**src/rtl/trace_pkg.sv**
```systemverilog
// Shared types for the trace request path: memory op codes, staged trace
// entries and the request records held in the controller-facing queue.
package trace_pkg;

    localparam int ADDR_W  = 36;
    localparam int MEMOP_W = 2;
    localparam int TIME_W  = 32;
    localparam int TAG_W   = 8;

    typedef enum logic [MEMOP_W-1:0] {
        READ    = 2'd0,
        WRITE   = 2'd1,
        IFETCH  = 2'd2,
        ILLEGAL = 2'd3
    } memop_e;

    typedef struct packed {
        logic [TIME_W-1:0] timestamp;
        memop_e            op;
        logic [ADDR_W-1:0] addr;
    } trace_entry_t;

    typedef struct packed {
        memop_e            op;
        logic [ADDR_W-1:0] addr;
        logic [TAG_W-1:0]  tag;
    } req_t;

endpackage

```
**src/rtl/req_fifo.sv**
```systemverilog
// Circular request queue with registered occupancy. The head reads zero when
// empty so downstream fields are clean after reset.
module req_fifo
    import trace_pkg::*;
#(
    parameter int  DEPTH    = 16,
    parameter type req_type = req_t
) (
    input  logic                     clk,
    input  logic                     rst,
    input  logic                     push,
    input  req_type                  wdata,
    input  logic                     pop,
    output req_type                  rdata,
    output logic [$clog2(DEPTH):0]   count,
    output logic                     full,
    output logic                     empty
);

    localparam int AW = $clog2(DEPTH);
    localparam logic [AW:0] DEPTH_C = (AW+1)'(DEPTH);

    req_type         mem [DEPTH];
    logic [AW-1:0]   wr_ptr;
    logic [AW-1:0]   rd_ptr;
    logic            do_push;
    logic            do_pop;

    // A push into a full queue is only taken when the head leaves in the same cycle.
    assign do_pop  = pop && (count != '0);
    assign do_push = push && ((count != DEPTH_C) || do_pop);

    assign full  = (count == DEPTH_C);
    assign empty = (count == '0);
    assign rdata = empty ? '0 : mem[rd_ptr];

    always_ff @(posedge clk) begin
        if (do_push) begin
            mem[wr_ptr] <= wdata;
        end
    end

    always_ff @(posedge clk) begin
        if (rst) begin
            wr_ptr <= '0;
            rd_ptr <= '0;
            count  <= '0;
        end else begin
            if (do_push) begin
                wr_ptr <= wr_ptr + 1'b1;
            end
            if (do_pop) begin
                rd_ptr <= rd_ptr + 1'b1;
            end
            case ({do_push, do_pop})
                2'b10:   count <= count + 1'b1;
                2'b01:   count <= count - 1'b1;
                default: count <= count;
            endcase
        end
    end

endmodule

```
**src/rtl/trace_request_queue.sv**
```systemverilog
// Holds one parsed trace entry until the CPU-cycle counter reaches its
// timestamp, then tags it and hands it to the memory-controller queue.
module trace_request_queue
    import trace_pkg::*;
#(
    parameter int ADDR_WIDTH  = ADDR_W,
    parameter int MEMOP_WIDTH = MEMOP_W,
    parameter int TIME_WIDTH  = TIME_W,
    parameter int TAG_WIDTH   = TAG_W,
    parameter int IN_BUFF_CT  = 16,
    parameter bit SKIP_IDLE   = 1'b1
) (
    input  logic                          clk,
    input  logic                          rst,
    input  logic                          tf_valid,
    output logic                          tf_ready,
    input  logic [TIME_WIDTH-1:0]         tf_time,
    input  logic [MEMOP_WIDTH-1:0]        tf_op,
    input  logic [ADDR_WIDTH-1:0]         tf_addr,
    output logic                          mc_valid,
    input  logic                          mc_ready,
    output logic [MEMOP_WIDTH-1:0]        mc_op,
    output logic [ADDR_WIDTH-1:0]         mc_addr,
    output logic [TAG_WIDTH-1:0]          mc_tag,
    output logic [TIME_WIDTH-1:0]         cur_time,
    output logic [$clog2(IN_BUFF_CT):0]   q_count,
    output logic                          q_full,
    output logic                          q_empty,
    output logic                          op_err,
    output logic                          order_err
);

    trace_entry_t           stage;
    logic                   stage_valid;
    logic [TIME_WIDTH-1:0]  last_time;
    logic [TIME_WIDTH-1:0]  time_inc;
    logic [TIME_WIDTH-1:0]  next_time;
    logic [TAG_WIDTH-1:0]   tag;
    logic                   pop;
    logic                   rel;
    logic                   push;
    logic                   accept;
    logic                   stage_illegal;
    req_t                   q_wdata;
    req_t                   q_head;

    // Both ports transfer on a cycle where valid && ready; valid never waits
    // on ready, and the stage refills in the same cycle it releases.
    assign pop           = mc_valid && mc_ready;
    assign stage_illegal = (stage.op == ILLEGAL);
    assign rel           = stage_valid && (cur_time >= stage.timestamp) && (!q_full || pop);
    assign push          = rel && !stage_illegal;
    assign tf_ready      = !stage_valid || rel;
    assign accept        = tf_valid && tf_ready;
    assign time_inc      = cur_time + TIME_WIDTH'(1);

    always_comb begin
        next_time = time_inc;
        if (SKIP_IDLE && q_empty && stage_valid && (stage.timestamp > time_inc)) begin
            next_time = stage.timestamp;
        end
    end

    always_ff @(posedge clk) begin
        if (rst) begin
            stage_valid <= 1'b0;
            stage       <= '0;
            cur_time    <= '0;
            last_time   <= '0;
            tag         <= '0;
            op_err      <= 1'b0;
            order_err   <= 1'b0;
        end else begin
            cur_time  <= next_time;
            op_err    <= rel && stage_illegal;
            order_err <= push && (stage.timestamp < last_time);
            if (push) begin
                last_time <= stage.timestamp;
                tag       <= tag + 1'b1;
            end
            if (accept) begin
                stage_valid <= 1'b1;
                stage       <= '{timestamp: tf_time, op: memop_e'(tf_op), addr: tf_addr};
            end else if (rel) begin
                stage_valid <= 1'b0;
            end
        end
    end

    assign q_wdata = '{op: stage.op, addr: stage.addr, tag: tag};

    req_fifo #(
        .DEPTH    (IN_BUFF_CT),
        .req_type (req_t)
    ) u_fifo (
        .clk   (clk),
        .rst   (rst),
        .push  (push),
        .wdata (q_wdata),
        .pop   (pop),
        .rdata (q_head),
        .count (q_count),
        .full  (q_full),
        .empty (q_empty)
    );

    assign mc_valid = !q_empty;
    assign mc_op    = q_head.op;
    assign mc_addr  = q_head.addr;
    assign mc_tag   = q_head.tag;

endmodule

```
**config.mk**
```make
export PLATFORM = sky130hd
export DESIGN_NAME = trace_request_queue
export DESIGN_NICKNAME = d
export VERILOG_FILES = /design/src/rtl/trace_pkg.sv /design/src/rtl/req_fifo.sv /design/src/rtl/trace_request_queue.sv
export SDC_FILE = /design/constraint.sdc
export NUM_CORES = 1
export LEC_CHECK = 0
export ABC_CLOCK_PERIOD_IN_PS = 17300
export BUFFER_PORTS_ARGS = -buffer_cell sky130_fd_sc_hd__buf_2
export CAP_MARGIN = 25
export CELL_PAD_IN_SITES_DETAIL_PLACEMENT = 1
export CELL_PAD_IN_SITES_GLOBAL_PLACEMENT = 1
export CORE_UTILIZATION = 57
export CTS_CLUSTER_DIAMETER = 50
export DETAILED_ROUTE_END_ITERATION = 6
export PLACE_DENSITY = 0.83
export SLEW_MARGIN = 20
export SYNTH_ARGS = -nofsm -noshare
export SYNTH_HDL_FRONTEND = slang
export SYNTH_SLANG_ARGS = --single-unit
```
**constraint.sdc**
```tcl
create_clock -name clk -period 17.3 [get_ports clk]
set_input_delay 0.865 -clock clk [delete_from_list [all_inputs] [get_ports clk]]
set_output_delay 0.865 -clock clk [all_outputs]
set_load 0.05 [all_outputs]
```
==> key figures, run 1 <==
Cells and area
  – Area growth, synth to finish: 13.37%
  – Fillers: 5520
  – Core utilization of the finished layout: 0.6572
  – Most common cell after layout, fill and taps aside: sky130_fd_sc_hd__edfxtp_1
  – Commonest cells after routing, fill and taps aside: sky130_fd_sc_hd__edfxtp_1, sky130_fd_sc_hd__mux4_2, sky130_fd_sc_hd__buf_2, sky130_fd_sc_hd__dfxtp_1, sky130_fd_sc_hd__nand2b_1
  – Fraction of layout instances using a drive strength above 1: 0.2642
  – Non-filler instance count after layout: 3267
  – Post-layout net count: 2516
  – Final design area excluding fillers: 42600 µm²

Logic synthesis
  – Ys async rst share: 0
  – Flop and latch count out of synthesis: 898
  – Nets in the synthesized netlist: 2327
  – Share of Yosys cell area claimed by the top area cell type: 0.5882
  – Summed instance area of the synthesized netlist: 37570 µm²
  – Gate count of the mapped netlist: 2147
  – Syn Area/Cell: 17.50 µm²
  – Number of warnings printed during yosys synthesis: 0
  – Cell accounting for the most synthesized area: sky130_fd_sc_hd__edfxtp_1
  – Post-synthesis sequential area ratio: 0.6745
  – Leading post-synthesis cells by cell area: sky130_fd_sc_hd__edfxtp_1, sky130_fd_sc_hd__mux4_2, sky130_fd_sc_hd__dfxtp_1, sky130_fd_sc_hd__mux2i_1, sky130_fd_sc_hd__ha_1
  – Number of different library cells in the post-synthesis netlist: 55
  – Number of flops mapped to enable cells by yosys: 736
  – Primary FF master, synth: sky130_fd_sc_hd__edfxtp_1

Timing
  – Min Clock Period, post-route: 5219 ps
  – Max-slew violation total from the final report: 0
  – Final critical-path share of the clock period: 0.3017
  – Final number of setup-violating endpoints: 0
  – Transition time of the tightest slew-check pin: 1007 ps
  – Peak clock frequency supported by timing: 191.6 MHz
  – Setup tns final: 0 ps
  – Worst-case setup margin in the final layout: 12080 ps
  – Headroom to the max-slew limit: 0.3284
  – Fin Hold WS: 479.0 ps
  – Final hold violation count: 0
  – Setup repair after global routing missed its margin: false
  – Fin Clk Skew: 30.59 ps

Pwr
  – Power Dens Cells: 123.5 nW/µm²
  – Peak supply drop: 0.00009523 V
  – Total Power Consumption: 5.262 mW
  – Static leakage: 14.61 nW

CTS
  – CTS tree: done
  – Post CTS Setup Buffer Count: 0
  – Clock Path Buffers: 3
  – Number of hold buffers added after cts: 0
  – TritonCTS Sinks: 898
  – Clock network latency to the later pin of the worst-skew pair: 660 ps
  – Buffer type at the clock tree root: sky130_fd_sc_hd__clkbuf_16
  – Worst-path clk slew: 70 ps
  – Number of buffers created by CTS: 93
  – # resized after CTS: 0
  – Count of H-tree levels built during CTS: 3

Placed design
  – Post-detailed-placement half-perimeter wirelength: 51550 µm
  – Total cell area at the placement stage: 39430 µm²
  – Quantity of I/O buffers inserted on ports: 162
  – Pre-CTS setup slack: 12300 ps
  – Final RePlAce weighted congestion: 0.8325
  – Placed Cells incl. Taps: 3093

Die
  – Initial core utilization: 0.5797
  – Boundary Pins: 163
  – Die outline area: 66950 µm²
  – Core area: 64810 µm²
  – Chip Height: 258.8 µm
  – DIE WIDTH: 258.8 µm
  – Standard-cell row count: 93

Worst setup path
  – Number of buffer and inverter instances along the worst setup path: 5
  – Req. time, crit path: 16430 ps
  – Worst setup path end: mc_addr[12]
  – Worst Path Arrival: 4350 ps
  – Critical Path Sink Type: output pin
  – Worst R2R Path Depth: 17
  – Critical register-to-register path startpoint: stage[69]
  – FF-to-FF End: u_fifo.count[4]
  – Crit path max fanout: 53
  – Stages on the worst setup path: 8
  – Slowest cell on the critical path: sky130_fd_sc_hd__dfxtp_4
  – Kind of start point of the critical path: flop
  – Slack of the worst reg-to-reg path: 12370 ps
  – Kind of critical path: flop to output pin
  – Critical path, cell by cell: buf_4 > buf_16 > buf_4 > buf_16 > mux4_2 > mux4_2 > and2_1 > buf_2
  – Maximum single-stage delay on the critical path: 760 ps
  – Top Family by Delay on Critical Path: buffers and inverters

Drt
  – Via/cell ratio: 6.377
  – Detailed-route via count: 20840
  – Number of violations reported at the end of detailed-routing iteration 0: 1998
  – Post-route antenna net violation count: 0
  – Drt first pass iters: 7
  – Detailed Route WL: 102000 µm
  – DRC violations left: 0
  – Average detailed-routed wire length per instance: 31.23 µm

Hold path
  – Type of the worst min-delay path: primary input to flop

Job
  – Maxcap violations: 0

Global routing
  – Number of antenna violations at the first check in global routing: 2
  – Vias in the first global route: 22160
  – GR Overflow Total: 0
  – Largest net degree at the start of global routing: 126
  – Aggregate global-route resource usage: 0.2979
  – Global-route wire length before repair: 144500 µm

Status
  – Status: completed
-- layer usage --
layer	vias to the layer above	track usage	share of wire
met1	10810	0.3879	0.38
met2	1154	0.5208	0.52
met3	163	0.04499	0.078
met4	4	0.08794	0.026
met5	-	0	0.00022
li1	8704	-	-
-- state kept, by name, indices dropped and copies added (netlist names), named ones only --
| name | cells |
|---|---|
| u_fifo.mem | 736 |
| q_wdata | 38 |
| cur_time | 32 |
| last_time | 32 |
| stage | 32 |
| tag | 8 |
| u_fifo.count | 5 |
| u_fifo.rd_ptr | 4 |
| u_fifo.wr_ptr | 4 |
| op_err | 1 |
| order_err | 1 |
| stage_valid | 1 |
-- synth_stat cells (all sizes together) (5+ instances only) --
cell,instances
nand4,24
buf,41
or3,8
nand2b,146
xor2,26
nand2,40
clkbuf,62
a21oi,44
xnor2,14
a21o,15
mux4,230
dfxtp,162
or2,37
inv,81
and2,48
nor4,8
and3,8
nor3,9
nor2b,5
ha,106
nand3,20
o21ai,27
nor2,81
edfxtp,736
mux2i,138
-- logic make-up after synthesis --
family	synth area share
adder cells (fa/ha/maj)	0.03530
AND/OR/NAND/NOR	0.06577
AO/OA/AOI/OAI	0.01828
flip-flops	0.6745
XOR/XNOR	0.009324
multiplexers	0.1752
buffers and inverters	0.02161
-- power breakdown --
part           total [mW]  leakage (nW)  internal (mW)  switching, mW
sequential           2.45          8.01           2.38         0.0769
combinational       0.739          5.09          0.300          0.439
clock                2.07          1.51           1.19          0.879
-- worst reg2reg max path: cells and delay by family, from the launching register on --
| family | cells | cell delay, ps |
|---|---|---|
| AOI/OAI and AO/OA | 7 | 1580 |
| adders and majority gates | 3 | 1050 |
| buffers and inverters | 2 | 790 |
| and+or+nand+nor | 3 | 620 |
| DFF | 1 | 470 |
| xor gates and xnor gates | 2 | 340 |
-- worst min-delay path by stage --
stage / start / end / slack (ps) / cells after the start
after floorplan: last_time[27] / last_time[27] / 460 / 2
after global placement: last_time[27] / last_time[27] / 470 / 2
after detailed placement: last_time[25] / last_time[25] / 490 / 2
after CTS: tf_time[3] / stage[41] / 450 / 3
after global routing: tf_time[24] / stage[62] / 480 / 3
final: tf_time[21] / stage[59] / 480 / 3
-- cell type report --
cell class                      instances  area, µm²  share of cell area
Clock buffer                          117       2530             0.05939
Multi-Input combinational cell       1065      11570              0.2715
Sequential cell                       898      25360              0.5953
Clock inverter                         53      555.5             0.01304
Tap cell                              855       1070             0.02511
Inverter                               81      304.0            0.007138
Timing Repair Buffer                  197       1212             0.02846
Antenna cell                            1      2.502          0.00005875
Note: power is estimated with default switching activity, not from simulation.
==> inputs of run 2 (changes only) <==
ABC_CLOCK_PERIOD_IN_PS = 4900   (was 17300)
CORE_UTILIZATION = 53   (was 57)
PLACE_DENSITY = 0.78   (was 0.83)
clock period = 4.9 ns   (was 17.3 ns; I/O delays follow)
==> run 2 against run 1 <==
  * Via count grew 0.12%
  * Critical endpoint is now u_fifo.count[4]
  * Critical path type is now flop to flop
  * Highest routed layer is now met4
  * Final area increased by 3.7%
  * Total power increased to 3.6 times the previous value
  * Clock power rose to 3.8 times the previous value
  * Clock-buffer cell count up 3
  * Flip-flop and latch count unchanged
  * Global-route usage shrank 2.0 points
==> key figures, run 2 (same netlist as run 1, synthesis figures left out) <==
Drt
  – Detailed-route via count: 20860 (was 20840)
  – Number of violations reported at the end of detailed-routing iteration 0: 1977 (was 1998)
  – Detailed Route WL: 97700 µm (was 102000 µm)
  – Post-route antenna net violation count: 0 (unchanged)
  – Via/cell ratio: 6.027 (was 6.377)
  – Drt first pass iters: 5 (was 7)
  – Average detailed-routed wire length per instance: 28.23 µm (was 31.23 µm)
  – DRC violations left: 0 (unchanged)

Worst setup path
  – Critical register-to-register path startpoint: stage[40] (was stage[69])
  – Crit path max fanout: 23 (was 53)
  – Critical Path Sink Type: flop (was output pin)
  – Req. time, crit path: 5490 ps (was 16430 ps)
  – Kind of start point of the critical path: flop (unchanged)
  – Worst Path Arrival: 4950 ps (was 4350 ps)
  – Kind of critical path: flop to flop (was flop to output pin)
  – FF-to-FF End: u_fifo.count[4] (unchanged)
  – Launching instance or port of the critical path: stage[40]
  – Slack of the worst reg-to-reg path: 540 ps (was 12370 ps)
  – Maximum single-stage delay on the critical path: 690 ps (was 760 ps)
  – Worst setup path end: u_fifo.count[4] (was mc_addr[12])
  – Top cell by count, worst path: sky130_fd_sc_hd__a21oi_1
  – Worst R2R Path Depth: 16 (was 17)
  – Slowest cell on the critical path: sky130_fd_sc_hd__a31oi_4 (was sky130_fd_sc_hd__dfxtp_4)
  – Critical path, cell by cell: inv_1 > ha_1 > a211o_1 > a31o_2 > a21oi_1 > o41ai_2 > a31oi_4 > ha_1 > xor2_1 > ha_1 > o21ai_0 > a21oi_1 > a21oi_1 > xor2_1 > or3_1 > a21oi_1 (was buf_4 > buf_16 > buf_4 > buf_16 > mux4_2 > mux4_2 > and2_1 > buf_2)

Pwr
  – Power Dens Cells: 432.8 nW/µm² (was 123.5 nW/µm²)
  – Peak supply drop: 0.0002898 V (was 0.00009523 V)
  – Share of total power in the clock network: 0.409 (was 0.393)
  – Relative contribution of combinational cells to total power: 0.139 (was 0.140)
  – Seq pwr share: 0.452 (was 0.466)
  – Sw power: 5.092 mW (was 1.395 mW)
  – Static leakage: 15.19 nW (was 14.61 nW)
  – Fraction of power spent switching nets: 0.2664 (was 0.2651)
  – Internal power summed over all cells: 14.02 mW (was 3.867 mW)

CTS
  – Clock Path Buffers: 3 (unchanged)
  – Clock network latency to the later pin of the worst-skew pair: 690 ps (was 660 ps)
  – # resized after CTS: 0 (unchanged)
  – Number of buffers created by CTS: 101 (was 93)
  – Count of H-tree levels built during CTS: 3 (unchanged)
  – Worst-path clk slew: 60 ps (was 70 ps)
  – CTS tree: done (unchanged)
  – TritonCTS Sinks: 898 (unchanged)
  – Buffer type at the clock tree root: sky130_fd_sc_hd__clkbuf_16 (unchanged)

Timing
  – Final number of setup-violating endpoints: 0 (unchanged)
  – Setup repair after global routing missed its margin: false (unchanged)
  – Peak clock frequency supported by timing: 229.3 MHz
  – Setup tns final: 0 ps (unchanged)
  – Transition time of the tightest slew-check pin: 938.8 ps (was 1007 ps)
  – Min Clock Period, post-route: 4362 ps
  – Final hold violation count: 0 (unchanged)
  – Fin Hold WS: 95.47 ps (was 479.0 ps)
  – Headroom to the max-slew limit: 0.3742 (was 0.3284)
  – Max-slew violation total from the final report: 0 (unchanged)
  – Fin Clk Skew: 43.66 ps (was 30.59 ps)
  – Final critical-path share of the clock period: 0.8901

Global routing
  – GR Overflow Total: 0 (unchanged)
  – Global-route wire length before repair: 144600 µm (was 144500 µm)
  – Largest net degree at the start of global routing: 125 (was 126)
  – Vias in the first global route: 22600 (was 22160)
  – Aggregate global-route resource usage: 0.2781 (was 0.2979)
  – Number of antenna violations at the first check in global routing: 1 (was 2)

Cells and area
  – Max FFs per register: 736 (unchanged)
  – Diodes inserted: 0 (was 1)
  – Commonest cells after routing, fill and taps aside: sky130_fd_sc_hd__edfxtp_1, sky130_fd_sc_hd__mux4_2, sky130_fd_sc_hd__buf_2, sky130_fd_sc_hd__dfxtp_1, sky130_fd_sc_hd__nand2b_1 (unchanged)
  – Post-layout net count: 2615 (was 2516)
  – Most common cell after layout, fill and taps aside: sky130_fd_sc_hd__edfxtp_1 (unchanged)
  – Register with the highest flop count: u_fifo.mem (unchanged)
  – Area growth, synth to finish: 17.54% (was 13.37%)
  – Fraction of layout instances using a drive strength above 1: 0.2705 (was 0.2642)

Placed design
  – Final RePlAce weighted congestion: 0.8150 (was 0.8325)
  – Post-detailed-placement half-perimeter wirelength: 53400 µm (was 51550 µm)
  – Quantity of I/O buffers inserted on ports: 162 (unchanged)

Die
  – DIE WIDTH: 268.3 µm (was 258.8 µm)
  – Standard-cell row count: 97 (was 93)
  – Core area: 70150 µm² (was 64810 µm²)
  – Chip Height: 268.3 µm (was 258.8 µm)
  – Boundary Pins: 163 (unchanged)
  – Die outline area: 71960 µm² (was 66950 µm²)
  – Initial core utilization: 0.5356 (was 0.5797)

Job
  – Maxcap violations: 0 (unchanged)

Status
  – Status: completed (unchanged)

Hold path
  – Type of the worst min-delay path: primary input to flop (unchanged)
  – Hold Path Origin: rst (was tf_time[21])
-- run 2: changes by cell type in the layout (fill, tap and decap cells not counted), sizes merged --
cell / before / now
buf: 197 / 217
clkbuf: 117 / 120
clkinv: 32 / 44
diode: 1 / 0
dlygate4sd3: 0 / 71
inv: 88 / 92
-- run 2: cell type report --
cell class	instances	area, µm²
flip-flops and latches	898	25360
well taps	940	1176
clock buffers	120	2701
fillers	6180	25980
repair buffers	288	2286
clock inverters	69	754.5
multi-input cells	1065	11590
inverters	81	304.0
-- run 2: per-layer routing --
layer | GRT usage | wire length, µm | vias up | part of all wire
met5 | 0 | 0 | - | 0
met4 | 0.08834 | 2678 | 0 | 0.027
met3 | 0.04655 | 6356 | 175 | 0.065
met2 | 0.4845 | 50920 | 907 | 0.52
met1 | 0.3562 | 37750 | 10840 | 0.39
li1 | - | - | 8933 | -
-- run 2: power groups by stage --
stage,Sequential [mW],Combinational [mW],Clock [mW]
after global routing,8.67,2.83,8.17
final,8.65,2.66,7.81
after global placement,8.77,2.55,0
after detailed placement,8.80,2.60,0
after CTS,8.64,2.69,7.89
after floorplan,8.76,1.89,0
-- run 2: worst min-delay path by stage --
stage / slack [ps] / endpoint / cells after the start
after floorplan: 370 / stage_valid / 2
after global placement: 470 / last_time[11] / 2
after detailed placement: 490 / last_time[15] / 2
after CTS: 90 / last_time[31] / 2
after global routing: 110 / last_time[19] / 2
final: 100 / last_time[16] / 2
-- run 2: worst max-delay path, delay by kind of cell (launching register included) --
family	cells	cell delay, ps
adder cells (fa/ha/maj)	3	1030
AND/OR/NAND/NOR	1	310
XOR/XNOR	2	340
AO/OA/AOI/OAI	9	2110
flip-flops	1	420
buffers and inverters	1	70
-- run 2: metrics by stage --
step           instances  setup WS, ps  cell area (µm²)  power (mW)  utilization
2_1_floorplan       2147         112.0            37590       10.64            -
3_3_place_gp        3200         759.8            39970       11.32       0.5698
3_5_place_dp        3200         628.2            39970       11.41       0.5698
4_1_cts             3460         522.1            44140       19.22       0.6292
5_1_grt             3461         365.1            44160       19.67       0.6296
6_report            3461         538.4            44160       19.12       0.6296
-- run 2: what timing repair did --
item	4_1_cts	5_1_grt
hold endpoints to repair	71	0
hold buffers	71	0
setup endpoints to repair	0	0
setup buffers	0	0
